## config.mk

```make
export PLATFORM = sky130hd
export DESIGN_NAME = lfr_motor_pwm
export DESIGN_NICKNAME = d
export VERILOG_FILES = /design/src/rtl/lfr_motor_pwm.sv
export SDC_FILE = /design/constraint.sdc
export NUM_CORES = 1
export LEC_CHECK = 0
export BUFFER_PORTS_ARGS = -buffer_cell sky130_fd_sc_hd__buf_2
export CAP_MARGIN = 20
export CORE_MARGIN = 1.5
export CORE_UTILIZATION = 35
export CTS_CLUSTER_SIZE = 20
export DETAILED_ROUTE_END_ITERATION = 8
export HOLD_SLACK_MARGIN = 0.12
export SETUP_SLACK_MARGIN = 0.05
export SLEW_MARGIN = 20
export SYNTH_ARGS = -nofsm -noshare
export SYNTH_HDL_FRONTEND = slang
export SYNTH_SLANG_ARGS = --single-unit
```

## constraint.sdc

```tcl
create_clock -name clk_50 -period 4.8 [get_ports clk_50]
set_input_delay 0.48 -clock clk_50 [delete_from_list [all_inputs] [get_ports clk_50]]
set_output_delay 0.48 -clock clk_50 [all_outputs]
set_load 0.01 [all_outputs]
```

## src/rtl/lfr_motor_pwm.sv

```systemverilog
// lfr_motor_pwm
// Multi-channel H-bridge PWM driver for the line-follower drive train.
// A shared prescaled counter generates the PWM period. Each channel takes
// duty/direction/brake targets over a valid/ready command port. At every
// period boundary it ramps toward those targets, inserting coast periods
// whenever the direction reverses.
//
// Ports:
//   clk_50        system clock
//   rst_n         asynchronous active-low reset
//   cmd_valid     command present
//   cmd_ready     command accepted when cmd_valid && cmd_ready (high out of reset)
//   cmd_chan      target channel; out-of-range values are accepted and dropped
//   cmd_duty      target duty in ticks (saturates at PERIOD)
//   cmd_dir       0 = forward, 1 = reverse
//   cmd_brake     1 = active brake
//   in_a, in_b    bridge input pair per channel (registered)
//   period_start  one-cycle pulse when the counter wraps to 0 (registered)
//   busy          per channel: ramping or in dead-time
module lfr_motor_pwm #(
    parameter int CHANNELS     = 2,
    parameter int CNT_W        = 7,
    parameter int PERIOD       = 100,
    parameter int PRESCALE     = 1,
    parameter int RAMP_STEP    = 10,
    parameter int DEAD_PERIODS = 2
) (
    input  logic                                              clk_50,
    input  logic                                              rst_n,
    input  logic                                              cmd_valid,
    output logic                                              cmd_ready,
    input  logic [((CHANNELS > 1) ? $clog2(CHANNELS) : 1)-1:0] cmd_chan,
    input  logic [CNT_W-1:0]                                  cmd_duty,
    input  logic                                              cmd_dir,
    input  logic                                              cmd_brake,
    output logic [CHANNELS-1:0]                               in_a,
    output logic [CHANNELS-1:0]                               in_b,
    output logic                                              period_start,
    output logic [CHANNELS-1:0]                               busy
);

    localparam int PS_W = (PRESCALE > 1) ? $clog2(PRESCALE) : 1;
    localparam int DC_W = (DEAD_PERIODS > 0) ? $clog2(DEAD_PERIODS + 1) : 1;

    localparam logic [CNT_W-1:0] PERIOD_C = CNT_W'(PERIOD);
    localparam logic [CNT_W-1:0] LAST_C   = CNT_W'(PERIOD - 1);
    localparam logic [CNT_W-1:0] STEP_C   = CNT_W'(RAMP_STEP);
    localparam logic [PS_W-1:0]  PS_LAST  = PS_W'(PRESCALE - 1);
    localparam logic [DC_W-1:0]  DEAD_C   = DC_W'(DEAD_PERIODS);

    typedef enum logic [2:0] {
        ST_RUN,
        ST_RAMP,
        ST_RAMP_DOWN,
        ST_DEAD,
        ST_BRAKE
    } state_t;

    logic [PS_W-1:0]     presc;
    logic [CNT_W-1:0]    cnt;
    logic                tick;
    logic                boundary;
    logic [CNT_W-1:0]    cmd_duty_sat;

    state_t              state     [CHANNELS];
    state_t              state_nxt [CHANNELS];
    logic [CNT_W-1:0]    cur_duty  [CHANNELS];
    logic [CNT_W-1:0]    duty_nxt  [CHANNELS];
    logic [CNT_W-1:0]    tgt_duty  [CHANNELS];
    logic [DC_W-1:0]     dead_cnt  [CHANNELS];
    logic [DC_W-1:0]     dead_nxt  [CHANNELS];
    logic [CHANNELS-1:0] cur_dir;
    logic [CHANNELS-1:0] dir_nxt;
    logic [CHANNELS-1:0] tgt_dir;
    logic [CHANNELS-1:0] tgt_brake;
    logic [CHANNELS-1:0] a_nxt;
    logic [CHANNELS-1:0] b_nxt;

    assign cmd_ready    = rst_n;
    assign tick         = (presc == PS_LAST);
    assign boundary     = tick && (cnt == LAST_C);
    assign cmd_duty_sat = (cmd_duty > PERIOD_C) ? PERIOD_C : cmd_duty;

    // One ramp step from cur toward tgt, limited to RAMP_STEP.
    function automatic logic [CNT_W-1:0] step_toward(input logic [CNT_W-1:0] cur,
                                                     input logic [CNT_W-1:0] tgt);
        logic [CNT_W-1:0] diff;
        if (cur < tgt) begin
            diff = tgt - cur;
            step_toward = cur + ((diff > STEP_C) ? STEP_C : diff);
        end else begin
            diff = cur - tgt;
            step_toward = cur - ((diff > STEP_C) ? STEP_C : diff);
        end
    endfunction

    // Per-channel next state, evaluated only on the period boundary so a
    // target change never alters the duty in the middle of a period.
    // Brake is honoured from every state: stopping the motor outranks
    // finishing a ramp or a dead-time.
    always_comb begin
        for (int unsigned i = 0; i < CHANNELS; i++) begin
            state_nxt[i] = state[i];
            duty_nxt[i]  = cur_duty[i];
            dir_nxt[i]   = cur_dir[i];
            dead_nxt[i]  = dead_cnt[i];
            if (boundary) begin
                if (tgt_brake[i]) begin
                    state_nxt[i] = ST_BRAKE;
                    duty_nxt[i]  = '0;
                end else begin
                    case (state[i])
                        ST_BRAKE: begin
                            dir_nxt[i]   = tgt_dir[i];
                            duty_nxt[i]  = step_toward('0, tgt_duty[i]);
                            state_nxt[i] = (duty_nxt[i] == tgt_duty[i]) ? ST_RUN : ST_RAMP;
                        end
                        ST_DEAD: begin
                            if (dead_cnt[i] == '0) begin
                                dir_nxt[i]   = tgt_dir[i];
                                duty_nxt[i]  = step_toward(cur_duty[i], tgt_duty[i]);
                                state_nxt[i] = (duty_nxt[i] == tgt_duty[i]) ? ST_RUN : ST_RAMP;
                            end else begin
                                dead_nxt[i] = dead_cnt[i] - 1'b1;
                            end
                        end
                        default: begin
                            if (tgt_dir[i] != cur_dir[i]) begin
                                duty_nxt[i] = cur_duty[i] -
                                              ((cur_duty[i] > STEP_C) ? STEP_C : cur_duty[i]);
                                if (duty_nxt[i] != '0) begin
                                    state_nxt[i] = ST_RAMP_DOWN;
                                end else if (DEAD_PERIODS == 0) begin
                                    dir_nxt[i]   = tgt_dir[i];
                                    state_nxt[i] = (tgt_duty[i] == '0) ? ST_RUN : ST_RAMP;
                                end else begin
                                    state_nxt[i] = ST_DEAD;
                                    dead_nxt[i]  = DEAD_C;
                                end
                            end else begin
                                duty_nxt[i]  = step_toward(cur_duty[i], tgt_duty[i]);
                                state_nxt[i] = (duty_nxt[i] == tgt_duty[i]) ? ST_RUN : ST_RAMP;
                            end
                        end
                    endcase
                end
            end
        end
    end

    // Bridge drive derived from the current counter; registered below.
    always_comb begin
        for (int unsigned i = 0; i < CHANNELS; i++) begin
            a_nxt[i] = 1'b0;
            b_nxt[i] = 1'b0;
            busy[i]  = (state[i] == ST_RAMP) || (state[i] == ST_RAMP_DOWN) ||
                       (state[i] == ST_DEAD);
            case (state[i])
                ST_DEAD: begin
                    a_nxt[i] = 1'b0;
                    b_nxt[i] = 1'b0;
                end
                ST_BRAKE: begin
                    a_nxt[i] = 1'b1;
                    b_nxt[i] = 1'b1;
                end
                default: begin
                    a_nxt[i] = (cnt < cur_duty[i]) && !cur_dir[i];
                    b_nxt[i] = (cnt < cur_duty[i]) &&  cur_dir[i];
                end
            endcase
        end
    end

    always_ff @(posedge clk_50 or negedge rst_n) begin
        if (!rst_n) begin
            presc        <= '0;
            cnt          <= '0;
            period_start <= 1'b0;
            in_a         <= '0;
            in_b         <= '0;
            cur_dir      <= '0;
            tgt_dir      <= '0;
            tgt_brake    <= '0;
            for (int unsigned i = 0; i < CHANNELS; i++) begin
                state[i]    <= ST_RUN;
                cur_duty[i] <= '0;
                tgt_duty[i] <= '0;
                dead_cnt[i] <= '0;
            end
        end else begin
            presc        <= tick ? '0 : presc + 1'b1;
            period_start <= boundary;
            in_a         <= a_nxt;
            in_b         <= b_nxt;
            cur_dir      <= dir_nxt;
            if (tick) begin
                cnt <= (cnt == LAST_C) ? '0 : cnt + 1'b1;
            end
            for (int unsigned i = 0; i < CHANNELS; i++) begin
                state[i]    <= state_nxt[i];
                cur_duty[i] <= duty_nxt[i];
                dead_cnt[i] <= dead_nxt[i];
                // Out-of-range channel numbers match no entry and are dropped.
                if (cmd_valid && (32'(cmd_chan) == i)) begin
                    tgt_duty[i]  <= cmd_duty_sat;
                    tgt_dir[i]   <= cmd_dir;
                    tgt_brake[i] <= cmd_brake;
                end
            end
        end
    end

endmodule
```

==> metrics.txt, run 1 <==
# TYPE chip_impl_metric gauge
chip_impl_metric{name="synthesis.yosys.warnings",unit=""} 0
chip_impl_metric{name="port_buffers",unit=""} 20
chip_impl_info{name="yosys-top-cells-area",value="sky130_fd_sc_hd__dfrtp_1 23%, sky130_fd_sc_hd__ha_1 13%, sky130_fd_sc_hd__xnor2_1 5.4%, sky130_fd_sc_hd__nand2_1 4.9%, sky130_fd_sc_hd__o21ai_0 4.8%"} 1
chip_impl_metric{name="drc",unit=""} 0
chip_impl_metric{name="timing.hold.ws",unit="ns"} 0.424
chip_impl_metric{name="synthesis.area",unit="µm²"} 6030
chip_impl_info{name="timing.hold.worst.class",value="input pin to flop"} 1
chip_impl_metric{name="cp_max_fo",unit=""} 5
chip_impl_metric{name="post-route-period-util",unit="%"} 94.2
chip_impl_metric{name="synth_async_sr_flop_share",unit="%"} 100
chip_impl_metric{name="design.final.nets",unit=""} 883
chip_impl_metric{name="syn-instance-count",unit=""} 760
chip_impl_metric{name="gp_congestion",unit=""} 0.903
chip_impl_metric{name="critical_path_required",unit="ns"} 5.00
chip_impl_metric{name="post_dp_cell_area",unit="µm²"} 6550
chip_impl_metric{name="num_antenna_cells",unit=""} 0
chip_impl_metric{name="synth_sequential_area_ratio",unit="%"} 23.3
chip_impl_metric{name="max_cap_violations",unit=""} 0
chip_impl_metric{name="clock_tree.htree_level_count",unit=""} 2
chip_impl_metric{name="synth_edf_count",unit=""} 0
chip_impl_metric{name="timing_worst_slew_pin_value",unit="ns"} 0.750
chip_impl_metric{name="coreArea",unit="µm²"} 16700
chip_impl_metric{name="wl",unit="µm"} 16800
chip_impl_metric{name="die-height",unit="µm"} 134
chip_impl_metric{name="cellPowerDensity",unit="nW/µm²"} 246
chip_impl_metric{name="ys_seq_elements",unit=""} 56
chip_impl_metric{name="detailedPlacementHpwl",unit="µm"} 12900
chip_impl_metric{name="grt_start_max_net_pins",unit=""} 57
chip_impl_metric{name="final-max-slew-violation-count",unit=""} 0
chip_impl_metric{name="number_of_antenna_violations_at_the_first_check_in_global_routing",unit=""} 0
chip_impl_metric{name="clock-skew-final",unit="ns"} 0.00692
chip_impl_info{name="status",value="complete, no violations"} 1
chip_impl_metric{name="detailedRoute.firstPassIterationCount",unit=""} 6
chip_impl_metric{name="clk_path_buf_depth",unit=""} 2
chip_impl_metric{name="synth_top_area_share",unit="%"} 23.3
chip_impl_info{name="crit_path_start_kind",value="flop"} 1
chip_impl_metric{name="insertion_delay_to_the_later_sink_of_the_worst_skew_pair",unit="ns"} 0.31
chip_impl_info{name="cts_tree",value="yes"} 1
chip_impl_metric{name="clk_pin_slew_worst_paths",unit="ns"} 0.08
chip_impl_metric{name="worst_slew_margin_rel",unit="%"} 49.6
chip_impl_metric{name="routed_wire_length_per_instance",unit="µm"} 16.5
chip_impl_metric{name="critPathArrivalTime",unit="ns"} 4.72
chip_impl_metric{name="power.ir.vdd_worst",unit="mV"} 0.133
chip_impl_metric{name="final_core_utilization",unit="%"} 40.8
chip_impl_metric{name="synthDistinctLibCells",unit=""} 76
chip_impl_metric{name="post_synth.cell_area_avg",unit="µm²"} 7.93
chip_impl_metric{name="dieWidth",unit="µm"} 134
chip_impl_metric{name="period_minus_slack",unit="ns"} 4.52
chip_impl_metric{name="core_rows",unit=""} 47
chip_impl_info{name="worst-setup-path-type",value="flop to flop"} 1
chip_impl_info{name="clockRootBuffer",value="sky130_fd_sc_hd__clkbuf_16"} 1
chip_impl_metric{name="cts_made_buffers",unit=""} 5
chip_impl_metric{name="die_footprint",unit="µm²"} 18000
chip_impl_metric{name="grt_use_total",unit="%"} 19.0
chip_impl_info{name="ys.flop_type",value="sky130_fd_sc_hd__dfrtp_1"} 1
chip_impl_metric{name="max_clock_freq",unit="MHz"} 221
chip_impl_metric{name="cts_sinks",unit=""} 56
chip_impl_metric{name="layout_setup_ws",unit="ns"} 0.280
chip_impl_metric{name="global_route_wire_length_before_repair",unit="µm"} 27300
chip_impl_metric{name="area_delta_synth_final",unit="%"} 13.0
chip_impl_metric{name="final_layout_size_suffix_gt1_share",unit="%"} 15.3
chip_impl_metric{name="dr.first_iter.drc_count",unit=""} 528
chip_impl_metric{name="floorplan.io_pins",unit=""} 21
chip_impl_metric{name="routed-via-count",unit=""} 5670
chip_impl_metric{name="starting_utilization_of_the_core_area",unit="%"} 36.1
chip_impl_info{name="endpoint_kind",value="flop"} 1
chip_impl_metric{name="leakage",unit="µW"} 0.00304
chip_impl_info{name="yosys.area.top_type",value="sky130_fd_sc_hd__dfrtp_1"} 1
chip_impl_metric{name="ant_nets",unit=""} 0
chip_impl_metric{name="hold_violations",unit=""} 0
chip_impl_metric{name="dp_worst_slack",unit="ns"} 0.00417
chip_impl_metric{name="first_global_vias",unit=""} 5247
chip_impl_metric{name="final_cell_area",unit="µm²"} 6810
chip_impl_metric{name="vias_per_cell",unit=""} 5.55
chip_impl_metric{name="setup_viol_count_final",unit=""} 0
chip_impl_info{name="rsz0062_at_grt",value="yes"} 1
chip_impl_metric{name="gr_overflow_total",unit=""} 0
chip_impl_metric{name="setup_tns",unit="ns"} 0
[layout make-up]
cell class | instances | area (µm²)
repair buffers | 61 | 408
clock inverters | 3 | 21.3
clock buffers | 5 | 125
fillers | 1735 | 9890
multi-input cells | 622 | 4370
inverters | 55 | 206
flip-flops and latches | 56 | 1400
well taps | 220 | 275
[through the flow]
step	total power, µW	std cells
floorplan	1070	761
global placement	1250	1009
detailed placement	1250	1009
CTS	1650	1017
global route	1790	1022
finish	1680	1022
[what timing repair did]
item / CTS / global route
pin swaps: 0 / 12
setup buffers: 0 / 5
endpoints found under the setup margin: 1 / 7
cloned: 0 / 0
hold buffers: 0 / 0
gates resized for setup: 2 / 20
[Yosys cell counts, types with 3 or more instances]
| library cell | n |
|---|---|
| sky130_fd_sc_hd__nor2_1 | 68 |
| sky130_fd_sc_hd__a31oi_1 | 12 |
| sky130_fd_sc_hd__xor2_1 | 14 |
| sky130_fd_sc_hd__a221oi_1 | 4 |
| sky130_fd_sc_hd__buf_2 | 3 |
| sky130_fd_sc_hd__fa_1 | 6 |
| sky130_fd_sc_hd__a21oi_1 | 48 |
| sky130_fd_sc_hd__or3_1 | 7 |
| sky130_fd_sc_hd__nand4_1 | 9 |
| sky130_fd_sc_hd__o21bai_1 | 3 |
| sky130_fd_sc_hd__ha_1 | 63 |
| sky130_fd_sc_hd__clkbuf_1 | 21 |
| sky130_fd_sc_hd__o22ai_1 | 8 |
| sky130_fd_sc_hd__nor3_1 | 20 |
| sky130_fd_sc_hd__o21ai_1 | 3 |
| sky130_fd_sc_hd__o41ai_1 | 4 |
| sky130_fd_sc_hd__a22o_1 | 4 |
| sky130_fd_sc_hd__mux2i_1 | 4 |
| sky130_fd_sc_hd__o21ai_0 | 58 |
| sky130_fd_sc_hd__or2_2 | 4 |
| sky130_fd_sc_hd__o31ai_1 | 7 |
| sky130_fd_sc_hd__o211ai_1 | 7 |
| sky130_fd_sc_hd__nand3_1 | 16 |
| sky130_fd_sc_hd__a21o_1 | 14 |
| sky130_fd_sc_hd__dfrtp_1 | 56 |
| sky130_fd_sc_hd__nand2b_1 | 16 |
| sky130_fd_sc_hd__o21a_1 | 5 |
| sky130_fd_sc_hd__a211o_1 | 6 |
| sky130_fd_sc_hd__mux2_2 | 14 |
| sky130_fd_sc_hd__nand2_1 | 78 |
| sky130_fd_sc_hd__nor2b_1 | 15 |
| sky130_fd_sc_hd__inv_1 | 54 |
| sky130_fd_sc_hd__nor4_1 | 4 |
| sky130_fd_sc_hd__and2_1 | 5 |
| sky130_fd_sc_hd__nand3b_1 | 3 |
| sky130_fd_sc_hd__a211oi_1 | 9 |
| sky130_fd_sc_hd__xnor2_1 | 37 |
| sky130_fd_sc_hd__a221o_1 | 4 |
[cell families after synthesis]
group	after synthesis	synth area share (%)
XOR/XNOR	52	7.78
AO/OA/AOI/OAI	219	23.7
adder cells (fa/ha/maj)	69	15.1
multiplexers	18	3.28
flip-flops	56	23.3
buffers and inverters	83	5.54
other	1	0.0622
AND/OR/NAND/NOR	262	21.3
[sequential cells by signal (all words and copies together) (netlist names), 4 cells and up]
name / flops
cnt: 7
state: 6
cur_duty: 14
tgt_duty: 14
dead_cnt: 4
[final timing paths]
check,start,to,slack [ns],depth (start not counted)
setup / recovery,tgt_duty[0],cur_duty[6],0.28,22
setup reg to reg,tgt_duty[0],cur_duty[6],0.28,22
max in group asynchronous,rst_n,cur_duty[1],3.88,2
hold reg to reg,dead_cnt[3],dead_cnt[3],0.52,1
hold / removal,cmd_brake,tgt_brake[1],0.42,2
min in group asynchronous,rst_n,state[4],0.43,2
[cell usage in the layout (no fill, tap or decap), types with 12 or more instances in the layout]
master                     instances
sky130_fd_sc_hd__o21ai_0          56
sky130_fd_sc_hd__nand2_1          78
sky130_fd_sc_hd__buf_4            41
sky130_fd_sc_hd__nor3_1           19
sky130_fd_sc_hd__nand2b_1         16
sky130_fd_sc_hd__nor2_1           67
sky130_fd_sc_hd__inv_1            53
sky130_fd_sc_hd__mux2_2           14
sky130_fd_sc_hd__a21o_1           14
sky130_fd_sc_hd__ha_1             61
sky130_fd_sc_hd__xnor2_1          35
sky130_fd_sc_hd__a21oi_1          42
sky130_fd_sc_hd__xor2_1           13
sky130_fd_sc_hd__nand3_1          16
sky130_fd_sc_hd__nor2b_1          15
sky130_fd_sc_hd__a31oi_1          12
sky130_fd_sc_hd__dfrtp_1          56
sky130_fd_sc_hd__buf_2            20
[metal layers]
metal	GRT usage, %	wire, µm	up-vias
met5	0	0	-
met3	2.80	992	22
met1	28.0	8190	2672
met4	4.84	254	0
li1	-	-	2799
met2	28.9	7390	177
[critical path, stage by stage, from the launching register on]
cell	delay, ns
sky130_fd_sc_hd__dfrtp_1	0.40
sky130_fd_sc_hd__inv_2	0.06
sky130_fd_sc_hd__ha_2	0.17
sky130_fd_sc_hd__inv_1	0.06
sky130_fd_sc_hd__fa_2	0.38
sky130_fd_sc_hd__a21o_1	0.17
sky130_fd_sc_hd__a21oi_2	0.15
sky130_fd_sc_hd__mux2i_1	0.19
sky130_fd_sc_hd__o211ai_1	0.14
sky130_fd_sc_hd__a211o_1	0.35
sky130_fd_sc_hd__nor2_1	0.11
sky130_fd_sc_hd__ha_1	0.19
sky130_fd_sc_hd__nand2_1	0.07
sky130_fd_sc_hd__o31ai_2	0.42
sky130_fd_sc_hd__ha_1	0.37
sky130_fd_sc_hd__nand2_1	0.09
sky130_fd_sc_hd__nor2_1	0.04
sky130_fd_sc_hd__a211o_1	0.22
sky130_fd_sc_hd__a21oi_1	0.17
sky130_fd_sc_hd__xnor2_1	0.19
sky130_fd_sc_hd__xnor2_2	0.18
sky130_fd_sc_hd__nand2b_1	0.09
sky130_fd_sc_hd__a32o_1	0.22
[report_power, final]
| part | switching [µW] | internal [µW] |
|---|---|---|
| registers | 24.0 | 492 |
| logic | 441 | 331 |
| clock network | 192 | 195 |
| total | 657 | 1020 |
(Power assumes the default switching activity.)
==> run 2: changes to the inputs <==
--- a/config.mk
+++ b/config.mk
@@ -8,10 +8,11 @@
 export BUFFER_PORTS_ARGS = -buffer_cell sky130_fd_sc_hd__buf_2
 export CAP_MARGIN = 20
 export CORE_MARGIN = 1.5
-export CORE_UTILIZATION = 35
+export CORE_UTILIZATION = 42
 export CTS_CLUSTER_SIZE = 20
 export DETAILED_ROUTE_END_ITERATION = 8
 export HOLD_SLACK_MARGIN = 0.12
+export PLACE_DENSITY_LB_ADDON = 0.12
 export SETUP_SLACK_MARGIN = 0.05
 export SLEW_MARGIN = 20
 export SYNTH_ARGS = -nofsm -noshare
==> run 2 against run 1 <==
  * Cell count shrank 3.4%
  * Register-to-register slack about the same
  * Critical endpoint unchanged
  * Combinational power increased by 3.0%
  * Design area is 0.22% higher
  * Largest cell class unchanged
  * Sequential share of layout area is essentially flat
==> metrics.txt, run 2 (same netlist as run 1, synthesis figures left out) <==
# TYPE chip_impl_metric gauge
chip_impl_metric{name="num_antenna_cells",unit=""} 0
chip_impl_metric{name="ant_nets",unit=""} 0
chip_impl_metric{name="area_delta_synth_final",unit="%"} 13.2
chip_impl_metric{name="setup_viol_count_final",unit=""} 0
chip_impl_metric{name="critPathArrivalTime",unit="ns"} 4.72
chip_impl_metric{name="period_minus_slack",unit="ns"} 4.51
chip_impl_metric{name="core_rows",unit=""} 43
chip_impl_metric{name="final_layout_size_suffix_gt1_share",unit="%"} 16.2
chip_impl_metric{name="timing.critical_path.buf_inv",unit=""} 4
chip_impl_metric{name="design.final.nets",unit=""} 888
chip_impl_metric{name="global_route_wire_length_before_repair",unit="µm"} 28500
chip_impl_metric{name="detailedPlacementHpwl",unit="µm"} 13600
chip_impl_metric{name="post-route-period-util",unit="%"} 94.0
chip_impl_metric{name="die_footprint",unit="µm²"} 15100
chip_impl_info{name="series_of_cell_instances_along_the_critical_path",value="inv_1 > ha_1 > inv_1 > fa_2 > a21o_1 > a21oi_2 > mux2i_1 > o211ai_1 > a211o_1 > buf_4 > nand2b_1 > a21oi_2 > ha_2 > inv_1 > fa_2 > a21oi_2 > nor2_1 > a211o_1 > a21oi_2 > xnor2_1 > xnor2_1 > nand2b_1 > a32o_1"} 1
chip_impl_info{name="final_cell_mix",value="78 x sky130_fd_sc_hd__nand2_1, 67 x sky130_fd_sc_hd__nor2_1, 62 x sky130_fd_sc_hd__ha_1"} 1
chip_impl_metric{name="wl",unit="µm"} 17700
chip_impl_metric{name="setup_tns",unit="ns"} 0
chip_impl_metric{name="cts_made_buffers",unit=""} 5
chip_impl_info{name="crit_path_start_kind",value="flop"} 1
chip_impl_metric{name="die-height",unit="µm"} 123
chip_impl_metric{name="vias_per_cell",unit=""} 5.85
chip_impl_metric{name="post_dp_cell_area",unit="µm²"} 6520
chip_impl_info{name="cp_top_family",value="compound AO/OA/AOI/OAI gates"} 1
chip_impl_info{name="reg_top3",value="cur_duty (14), tgt_duty (14), cnt (7)"} 1
chip_impl_metric{name="clock_tree.htree_level_count",unit=""} 2
chip_impl_metric{name="routed_wire_length_per_instance",unit="µm"} 17.9
chip_impl_metric{name="clk_path_buf_depth",unit=""} 2
chip_impl_info{name="worst-setup-path-type",value="flop to flop"} 1
chip_impl_metric{name="cellPowerDensity",unit="nW/µm²"} 257
chip_impl_metric{name="first_global_vias",unit=""} 5451
chip_impl_info{name="timing.hold.worst.class",value="input pin to asynchronous set/reset pin"} 1
chip_impl_metric{name="crit_path_max_incr_delay",unit="ns"} 0.38
chip_impl_metric{name="coreArea",unit="µm²"} 13900
chip_impl_metric{name="cp_max_fo",unit=""} 4
chip_impl_metric{name="grt_use_total",unit="%"} 24.3
chip_impl_metric{name="leakage",unit="µW"} 0.00308
chip_impl_metric{name="clk_pin_slew_worst_paths",unit="ns"} 0.08
chip_impl_metric{name="worst_slew_margin_rel",unit="%"} 47.4
chip_impl_metric{name="floorplan.io_pins",unit=""} 21
chip_impl_metric{name="routed-via-count",unit=""} 5772
chip_impl_metric{name="dr.first_iter.drc_count",unit=""} 376
chip_impl_metric{name="final-max-slew-violation-count",unit=""} 0
chip_impl_metric{name="grt_start_max_net_pins",unit=""} 58
chip_impl_info{name="clockRootBuffer",value="sky130_fd_sc_hd__clkbuf_16"} 1
chip_impl_metric{name="placedCellCount",unit=""} 972
chip_impl_metric{name="cts_sinks",unit=""} 56
chip_impl_metric{name="max_cap_violations",unit=""} 0
chip_impl_info{name="rsz0062_at_grt",value="yes"} 1
chip_impl_metric{name="port_buffers",unit=""} 20
chip_impl_metric{name="dieWidth",unit="µm"} 123
chip_impl_metric{name="number_of_antenna_violations_at_the_first_check_in_global_routing",unit=""} 0
chip_impl_info{name="cts_tree",value="yes"} 1
chip_impl_info{name="layout_commonest_cell",value="sky130_fd_sc_hd__nand2_1"} 1
chip_impl_metric{name="final_cell_area",unit="µm²"} 6830
chip_impl_metric{name="power.ir.vdd_worst",unit="mV"} 0.152
chip_impl_metric{name="drc",unit=""} 0
chip_impl_metric{name="clock-skew-final",unit="ns"} 0.00846
chip_impl_metric{name="starting_utilization_of_the_core_area",unit="%"} 43.3
chip_impl_metric{name="final_cells",unit=""} 987
chip_impl_metric{name="fin_total_pwr",unit="µW"} 1760
chip_impl_metric{name="gr_overflow_total",unit=""} 0
chip_impl_info{name="endpoint_kind",value="flop"} 1
chip_impl_metric{name="insertion_delay_to_the_later_sink_of_the_worst_skew_pair",unit="ns"} 0.31
chip_impl_metric{name="gp_congestion",unit=""} 0.918
chip_impl_info{name="crit_top_cell",value="sky130_fd_sc_hd__a21oi_2"} 1
chip_impl_metric{name="hold_violations",unit=""} 0
chip_impl_info{name="crit_path_top_delay_cell",value="sky130_fd_sc_hd__dfrtp_1"} 1
chip_impl_metric{name="critical_path_required",unit="ns"} 5.01
chip_impl_metric{name="detailedRoute.firstPassIterationCount",unit=""} 6
chip_impl_metric{name="max_clock_freq",unit="MHz"} 222
chip_impl_info{name="status",value="complete, no violations"} 1
chip_impl_metric{name="timing_worst_slew_pin_value",unit="ns"} 0.784
-- run 2: cell types whose count changed in the layout (fill, tap and decap cells not counted), sizes merged --
cell / change
clkinv: -1
bufinv: +1
buf: +5
-- run 2: path summary, 6_finish.rpt --
path | start | endpoint | slack [ns] | cells after the start
setup / recovery | tgt_duty[0] | cur_duty[6] | 0.29 | 23
hold / removal | rst_n | state[4] | 0.32 | 2
setup reg to reg | tgt_duty[0] | cur_duty[6] | 0.29 | 23
hold reg to reg | dead_cnt[3] | dead_cnt[3] | 0.51 | 1
max in group asynchronous | rst_n | tgt_duty[3] | 3.98 | 2
min in group clk_50 | cmd_brake | tgt_brake[1] | 0.41 | 2
-- run 2: report_power, final --
group          internal, µW  leakage [µW]  switching (µW)
clock network           249     0.0000804             197
registers               492      0.000694            21.6
logic                   343       0.00230             453
total                  1080       0.00308             671
-- run 2: metal layers --
metal / track usage, % / up-vias / share of wire, %
li1: - / 2797 / -
met1: 35.1 / 2830 / 50
met2: 38.8 / 136 / 46
met3: 3.21 / 9 / 3.5
met4: 4.94 / 0 / 0.83
met5: 0 / - / 0
-- run 2: area by class of cell --
cell class | count | area (µm²)
fillers | 1359 | 7110
multi-input cells | 622 | 4380
flip-flops and latches | 56 | 1400
repair buffers | 66 | 445
well taps | 180 | 225
inverters | 55 | 206
clock buffers | 5 | 125
clock inverters | 3 | 46.3
-- run 2: per-stage QoR --
step,hold WS [ns],utilization [%],setup WS [ns]
2_1_floorplan,0.184,-,0.0828
6_report,0.319,49.0,0.286
3_5_place_dp,0.495,46.8,0.113
3_3_place_gp,0.488,46.8,0.191
5_1_grt,0.387,49.0,0.0188
4_1_cts,0.356,48.0,0.0788
-- run 2: what timing repair did --
action                     CTS  global route
hold buffers                 0             0
setup buffers                0             7
setup endpoints to repair    0             8
resized for setup            0            26
-- run 2: worst reg2reg max path, stage by stage (launching register included) --
cell and delay [ns]:
sky130_fd_sc_hd__dfrtp_1 0.38, sky130_fd_sc_hd__inv_1 0.08, sky130_fd_sc_hd__ha_1 0.16, sky130_fd_sc_hd__inv_1 0.06, sky130_fd_sc_hd__fa_2 0.35, sky130_fd_sc_hd__a21o_1 0.17
sky130_fd_sc_hd__a21oi_2 0.15, sky130_fd_sc_hd__mux2i_1 0.19, sky130_fd_sc_hd__o211ai_1 0.14, sky130_fd_sc_hd__a211o_1 0.33, sky130_fd_sc_hd__buf_4 0.15, sky130_fd_sc_hd__nand2b_1 0.16
sky130_fd_sc_hd__a21oi_2 0.19, sky130_fd_sc_hd__ha_2 0.21, sky130_fd_sc_hd__inv_1 0.06, sky130_fd_sc_hd__fa_2 0.37, sky130_fd_sc_hd__a21oi_2 0.17, sky130_fd_sc_hd__nor2_1 0.07
sky130_fd_sc_hd__a211o_1 0.23, sky130_fd_sc_hd__a21oi_2 0.13, sky130_fd_sc_hd__xnor2_1 0.09, sky130_fd_sc_hd__xnor2_1 0.26, sky130_fd_sc_hd__nand2b_1 0.09, sky130_fd_sc_hd__a32o_1 0.22
